===== src/rtl/bsr_scan_engine.sv =====
// Parametrised boundary-scan chain with a sysclk-domain capture/shift/update command engine.
// Optional expected-value compare of shifted-out bits is enabled by defining BSR_SCAN_CHECK_EN.
module bsr_scan_engine #(
    parameter int unsigned NUM_SEG = 4,
    parameter int unsigned SEG_W   = 8,
    parameter int unsigned DW      = 32,
    parameter int unsigned LEN_W   = $clog2(DW + 1)
) (
    input  logic                     sysclk_i,
    input  logic                     sys_reset_i,
    input  logic                     mode_i,
    input  logic [NUM_SEG-1:0]       seg_en_i,
    input  logic [NUM_SEG*SEG_W-1:0] par_in_i,
    output logic [NUM_SEG*SEG_W-1:0] par_out_o,
    input  logic                     cmd_valid_i,
    output logic                     cmd_ready_o,
    input  logic [1:0]               cmd_op_i,
    input  logic [LEN_W-1:0]         cmd_len_i,
    input  logic [DW-1:0]            cmd_data_i,
    input  logic [DW-1:0]            cmd_expect_i,
    input  logic [DW-1:0]            cmd_mask_i,
    output logic                     rsp_valid_o,
    output logic [DW-1:0]            rsp_data_o,
    output logic                     rsp_mismatch_o
);

    localparam int unsigned CW    = NUM_SEG * SEG_W;
    localparam int unsigned IDX_W = (DW > 1) ? $clog2(DW) : 1;

    localparam logic [1:0] OP_CAPTURE = 2'b00;
    localparam logic [1:0] OP_CSU     = 2'b11;

    typedef enum logic [2:0] {
        ST_IDLE,
        ST_CAPTURE,
        ST_SHIFT,
        ST_UPDATE,
        ST_RESP
    } state_t;

    state_t state_q, state_d;

    logic [CW-1:0]      sr_q, sr_d;
    logic [NUM_SEG-1:0] byp_q, byp_d;
    logic [CW-1:0]      upd_q, upd_d;
    logic [NUM_SEG-1:0] seg_en_q, seg_en_d;
    logic [1:0]         op_q, op_d;
    logic [LEN_W-1:0]   len_q, len_d;
    logic [DW-1:0]      data_q, data_d;
    logic [LEN_W-1:0]   cnt_q, cnt_d;
    logic [DW-1:0]      cap_q, cap_d;
    logic [DW-1:0]      rsp_data_q, rsp_data_d;
    logic               rsp_valid_q, rsp_valid_d;

    logic               accept_c;
    logic [LEN_W-1:0]   len_clamp_c;
    logic               si_c;
    logic               so_c;
    logic [NUM_SEG-1:0] seg_out_c;
    logic [NUM_SEG-1:0] seg_in_c;

    // Next step of the command sequence; steps not named by the opcode are skipped.
    function automatic state_t step_after(input state_t cur, input logic [1:0] op,
                                          input logic [LEN_W-1:0] len);
        logic do_cap;
        logic do_shift;
        logic do_upd;
        state_t nxt;
        do_cap   = (op == OP_CAPTURE) || (op == OP_CSU);
        do_shift = op[0] && (len != '0);
        do_upd   = op[1];
        nxt      = ST_RESP;
        case (cur)
            ST_IDLE: begin
                if (do_cap)        nxt = ST_CAPTURE;
                else if (do_shift) nxt = ST_SHIFT;
                else if (do_upd)   nxt = ST_UPDATE;
            end
            ST_CAPTURE: begin
                if (do_shift)      nxt = ST_SHIFT;
                else if (do_upd)   nxt = ST_UPDATE;
            end
            ST_SHIFT: begin
                if (do_upd)        nxt = ST_UPDATE;
            end
            default: nxt = ST_RESP;
        endcase
        return nxt;
    endfunction

    assign accept_c    = cmd_valid_i && (state_q == ST_IDLE);
    assign len_clamp_c = (cmd_len_i > LEN_W'(DW)) ? LEN_W'(DW) : cmd_len_i;
    assign cmd_ready_o = (state_q == ST_IDLE);
    assign rsp_valid_o = rsp_valid_q;
    assign rsp_data_o  = rsp_data_q;
    assign par_out_o   = mode_i ? upd_q : par_in_i;

    // Chain taps: a disabled segment is represented by its single bypass flop.
    always_comb begin
        seg_out_c = '0;
        for (int unsigned k = 0; k < NUM_SEG; k++) begin
            seg_out_c[k] = seg_en_q[k] ? sr_q[k*SEG_W] : byp_q[k];
        end
    end

    assign si_c = data_q[cnt_q[IDX_W-1:0]];
    assign so_c = seg_out_c[0];

    always_comb begin
        seg_in_c            = '0;
        seg_in_c[NUM_SEG-1] = si_c;
        for (int unsigned k = 0; k + 1 < NUM_SEG; k++) begin
            seg_in_c[k] = seg_out_c[k+1];
        end
    end

    // Command sequencer next state.
    always_comb begin
        state_d = state_q;
        case (state_q)
            ST_IDLE: begin
                if (cmd_valid_i) state_d = step_after(ST_IDLE, cmd_op_i, len_clamp_c);
            end
            ST_CAPTURE: state_d = step_after(ST_CAPTURE, op_q, len_q);
            ST_SHIFT: begin
                if (cnt_q == len_q - LEN_W'(1)) state_d = step_after(ST_SHIFT, op_q, len_q);
            end
            ST_UPDATE: state_d = ST_RESP;
            ST_RESP:   state_d = ST_IDLE;
            default:   state_d = ST_IDLE;
        endcase
    end

    // Chain, command latch and response datapath.
    always_comb begin
        logic [SEG_W-1:0] seg_next;
        sr_d        = sr_q;
        byp_d       = byp_q;
        upd_d       = upd_q;
        seg_en_d    = seg_en_q;
        op_d        = op_q;
        len_d       = len_q;
        data_d      = data_q;
        cnt_d       = cnt_q;
        cap_d       = cap_q;
        rsp_data_d  = rsp_data_q;
        rsp_valid_d = (state_q == ST_RESP);
        seg_next    = '0;

        if (accept_c) begin
            seg_en_d = seg_en_i;
            op_d     = cmd_op_i;
            len_d    = len_clamp_c;
            data_d   = cmd_data_i;
            cnt_d    = '0;
            cap_d    = '0;
        end

        case (state_q)
            ST_CAPTURE: begin
                for (int unsigned k = 0; k < NUM_SEG; k++) begin
                    if (seg_en_q[k]) sr_d[k*SEG_W +: SEG_W] = par_in_i[k*SEG_W +: SEG_W];
                end
                byp_d = '0;
            end
            ST_SHIFT: begin
                for (int unsigned k = 0; k < NUM_SEG; k++) begin
                    if (seg_en_q[k]) begin
                        seg_next              = sr_q[k*SEG_W +: SEG_W] >> 1;
                        seg_next[SEG_W-1]     = seg_in_c[k];
                        sr_d[k*SEG_W +: SEG_W] = seg_next;
                    end else begin
                        byp_d[k] = seg_in_c[k];
                    end
                end
                cap_d[cnt_q[IDX_W-1:0]] = so_c;
                cnt_d                   = cnt_q + LEN_W'(1);
            end
            ST_UPDATE: begin
                for (int unsigned k = 0; k < NUM_SEG; k++) begin
                    if (seg_en_q[k]) upd_d[k*SEG_W +: SEG_W] = sr_q[k*SEG_W +: SEG_W];
                end
            end
            ST_RESP: rsp_data_d = cap_q;
            default: ;
        endcase
    end

    always_ff @(posedge sysclk_i) begin
        if (sys_reset_i) begin
            state_q     <= ST_IDLE;
            sr_q        <= '0;
            byp_q       <= '0;
            upd_q       <= '0;
            seg_en_q    <= '0;
            op_q        <= '0;
            len_q       <= '0;
            data_q      <= '0;
            cnt_q       <= '0;
            cap_q       <= '0;
            rsp_data_q  <= '0;
            rsp_valid_q <= 1'b0;
        end else begin
            state_q     <= state_d;
            sr_q        <= sr_d;
            byp_q       <= byp_d;
            upd_q       <= upd_d;
            seg_en_q    <= seg_en_d;
            op_q        <= op_d;
            len_q       <= len_d;
            data_q      <= data_d;
            cnt_q       <= cnt_d;
            cap_q       <= cap_d;
            rsp_data_q  <= rsp_data_d;
            rsp_valid_q <= rsp_valid_d;
        end
    end

`ifdef BSR_SCAN_CHECK_EN
    logic [DW-1:0] exp_q, exp_d;
    logic [DW-1:0] mask_q, mask_d;
    logic [DW-1:0] len_mask_c;
    logic          rsp_mm_q, rsp_mm_d;

    // Only the bits actually shifted out take part in the compare.
    assign len_mask_c = (len_q >= LEN_W'(DW)) ? '1 : ((DW'(1) << len_q) - DW'(1));

    always_comb begin
        exp_d    = exp_q;
        mask_d   = mask_q;
        rsp_mm_d = rsp_mm_q;
        if (accept_c) begin
            exp_d  = cmd_expect_i;
            mask_d = cmd_mask_i;
        end
        if (state_q == ST_RESP) rsp_mm_d = |((cap_q ^ exp_q) & mask_q & len_mask_c);
    end

    always_ff @(posedge sysclk_i) begin
        if (sys_reset_i) begin
            exp_q    <= '0;
            mask_q   <= '0;
            rsp_mm_q <= 1'b0;
        end else begin
            exp_q    <= exp_d;
            mask_q   <= mask_d;
            rsp_mm_q <= rsp_mm_d;
        end
    end

    assign rsp_mismatch_o = rsp_mm_q;
`else
    logic unused_check_c;
    assign unused_check_c = ^{cmd_expect_i, cmd_mask_i};
    assign rsp_mismatch_o = 1'b0;
`endif

endmodule


===== config.mk =====
export PLATFORM = sky130hd
export DESIGN_NAME = bsr_scan_engine
export DESIGN_NICKNAME = d
export VERILOG_FILES = /design/src/rtl/bsr_scan_engine.sv
export SDC_FILE = /design/constraint.sdc
export NUM_CORES = 1
export LEC_CHECK = 0
export BUFFER_PORTS_ARGS = -buffer_cell sky130_fd_sc_hd__buf_2
export CORE_MARGIN = 3
export CORE_UTILIZATION = 30
export DETAILED_ROUTE_END_ITERATION = 8
export PLACE_DENSITY = 0.59
export SYNTH_ARGS = -nofsm -noshare
export SYNTH_HDL_FRONTEND = slang
export SYNTH_SLANG_ARGS = --single-unit

===== constraint.sdc =====
create_clock -name sysclk_i -period 3.6 [get_ports sysclk_i]
set_input_delay 0.18 -clock sysclk_i [delete_from_list [all_inputs] [get_ports sysclk_i]]
set_output_delay 0.18 -clock sysclk_i [all_outputs]
set_load 0.02 [all_outputs]

==> impl_metrics.ini <==
[logic_synthesis]
yosysUniqueCellTypes = 58
syn_avg_cell_area_um2 = 8.136
ys_async_sr_fraction_pct = 0
synth_area_leader_cell = dfxtp_1
synth_compound_area_share_pct = 19.15
synth_top_family_by_area = simple AND/OR/NAND/NOR gates
ys.flop_type = dfxtp_1
yosys-top-cells-area = dfxtp_1, nand2_1, a21oi_1, mux2_2, o211ai_1
ys_ff_latch = 186
synth.most_common_cell = nand2_1
ys_warn_count = 0
yosys-top-cells-count = nand2_1, dfxtp_1, a21oi_1
synth_fa_ha_area_share_pct = 1.047
ys_seq_area_share_pct = 44.52
synthXorXnorAreaFrac_pct = 0.7330
syn-cell-area_um2 = 8364
synth_top_area_share_pct = 44.52
synth_edf_count = 0
synth-simple-area-share_pct = 21.78
synth_nets = 1179
syn-instance-count = 1028
muxShareOfSynthArea_pct = 7.225

[global_routing]
grt_usage_pct = 14.56
grt_antenna_before_repair = 0
grt_max_degree = 100
grt.overflow.total = 0
grt_pass1_vias = 7182
grt_first_pass_wirelength_mm = 36.47

[sta]
tightest_slew_ns = 0.8633
final_hold_viol_count = 0
period_minus_slack_ns = 2.559
fmax_mhz = 390.8
holdWs_ns = 0.01600
relSlewSlack_pct = 42.45
setup_tns_ns = 0
slew_viol_final = 0
grt_setup_unrepaired = no
fin_crit_sh_pct = 71.08
finClkSkew_ns = 0.01354
final-setup-viol-count = 0

[setup_path]
path_class = reg2reg
endpoint_kind = register
worstSetupStartpointType = register
worstPathArrival_ns = 2.82
crit_fanout = 14
cp_data_required_time_ns = 3.86

[min_path]
hp-class = in2reg

[route]
vias_per_cell = 4.836
wl_per_cell_um = 14.50
drt_iter0_drc = 553
postRouteWirelength_mm = 22.18
ant_nets = 0
via_count = 7394
drc_errors = 0
drt_first_pass_iters = 5

[pwr]
irDropWorstVdd_v = 0.0002405
power.density_nw_per_um2 = 541.9
leakage_nw = 3.704

[cts]
cts_buffer_depth = 2
root_buffer = clkbuf_16
cts_buffers = 17
cts.sink_count = 186
cts_tree = done
postCtsSetupBuffers = 0
cts_max_level = 4
clkTransAtPathRegs_ns = 0.07
clock_latency_ns = 0.42

[place]
dpl.hpwl_mm = 15.04
io_buffers = 145
gp_congestion = 0.7553

[floorplanning]
ios = 211
rows = 60
core_area_um2 = 27180
initial_core_util_pct = 30.78
die_y_um = 173.0
die-area_um2 = 29920
die_w_um = 173.0

[layout]
drive_above_1_share_pct = 21.95
syn_to_final_growth_pct = 20.88
antenna_cells = 0
finalNetCount = 1295

[run]
maxCapViolCount = 0

[status]
status = finished clean
## power by group
group / switching (W) / leakage, nW / internal [W] / total (W)
clock network: 0.000893 / 0.303 / 0.00105 / 0.00194
logic: 0.000805 / 1.90 / 0.000385 / 0.00119
registers: 0.000141 / 1.51 / 0.00221 / 0.00235
## repair_timing
| action | in CTS | in global routing |
|---|---|---|
| hold buffers | 26 | 0 |
| hold endpoints to repair | 26 | 0 |
| gates resized for setup | 0 | 0 |
## worst max-delay path, cell delays in order, from the launching register on
cell and delay (ns):
dfxtp_1 0.76, mux4_2 0.60, a22oi_1 0.20, nor2b_1 0.07, nor4_1 0.60, o22ai_1 0.17
## kinds of logic (layout without fill, tap and decap cells)
kind of cell,Yosys count,count (layout)
flops,186,186
xor+xnor,7,7
compound gates,251,251
buf+inv,95,224
simple gates,429,429
fa+ha+maj,7,7
other cells,1,1
mux,52,52
## state kept, by name, indices dropped and copies added (netlist names)
| register | cells |
|---|---|
| state_q | 3 |
| upd_q | 32 |
| rsp_valid_o | 1 |
| cap_q | 32 |
| byp_q | 4 |
| data_q | 32 |
| rsp_data_o | 32 |
| sr_q | 32 |
| len_q | 6 |
| cnt_q | 6 |
| op_q | 2 |
| seg_en_q | 4 |
## stage by stage
stage                     instance area (um2)  instances  total power (W)  util [%]  setup slack (ns)
after floorplan                          8364       1028         0.003271         -             1.644
after global placement                   9235       1471         0.003564     33.98             1.061
after detailed placement                 9235       1471         0.003586     33.98             1.033
after CTS                               10110       1529         0.005560     37.21             1.015
after global routing                    10110       1529         0.005799     37.21            0.9478
final                                   10110       1529         0.005479     37.21             1.041
## cells in the final DEF, fill, tap and decap left out, drive strengths merged, types with 8 or more instances in the layout
master / n
mux2i: 12
inv: 16
clkbuf: 20
a311oi: 28
mux2: 37
nor2: 45
a21oi: 151
buf: 156
dlygate4sd3: 26
nor3: 8
nand3: 39
and2: 15
dfxtp: 186
o211ai: 35
nand2: 293
## path summary, 6_finish.rpt
check,slack [ns],cells past startpoint,end,startpoint
worst max-delay path,1.04,5,sr_q[31]$_SDFFE_PP0P_,cnt_q[1]$_SDFFE_PP0P_
worst min-delay path,0.02,3,data_q[5]$_SDFFE_PP0P_,cmd_data_i[5]
worst max register to register,1.04,5,sr_q[31]$_SDFFE_PP0P_,cnt_q[1]$_SDFFE_PP0P_
worst min register to register,0.45,2,rsp_data_o[1]$_SDFFE_PP0P_,rsp_data_o[1]$_SDFFE_PP0P_
## cell type report
class | count | area (um2)
clock inverters | 12 | 148.9
repair buffers | 182 | 1075
flip-flops and latches | 186 | 3724
well taps | 372 | 465.4
multi-input cells | 747 | 4194
fillers | 2901 | 17070
clock buffers | 20 | 466.7
inverters | 10 | 37.54
## metal layers
layer	global-route usage (%)	share of wire [%]
met5	0	0
met4	3.514	0.84
met3	2.679	3.9
met2	23.57	46
met1	20.15	49
Power figures use the tool's default switching activity.
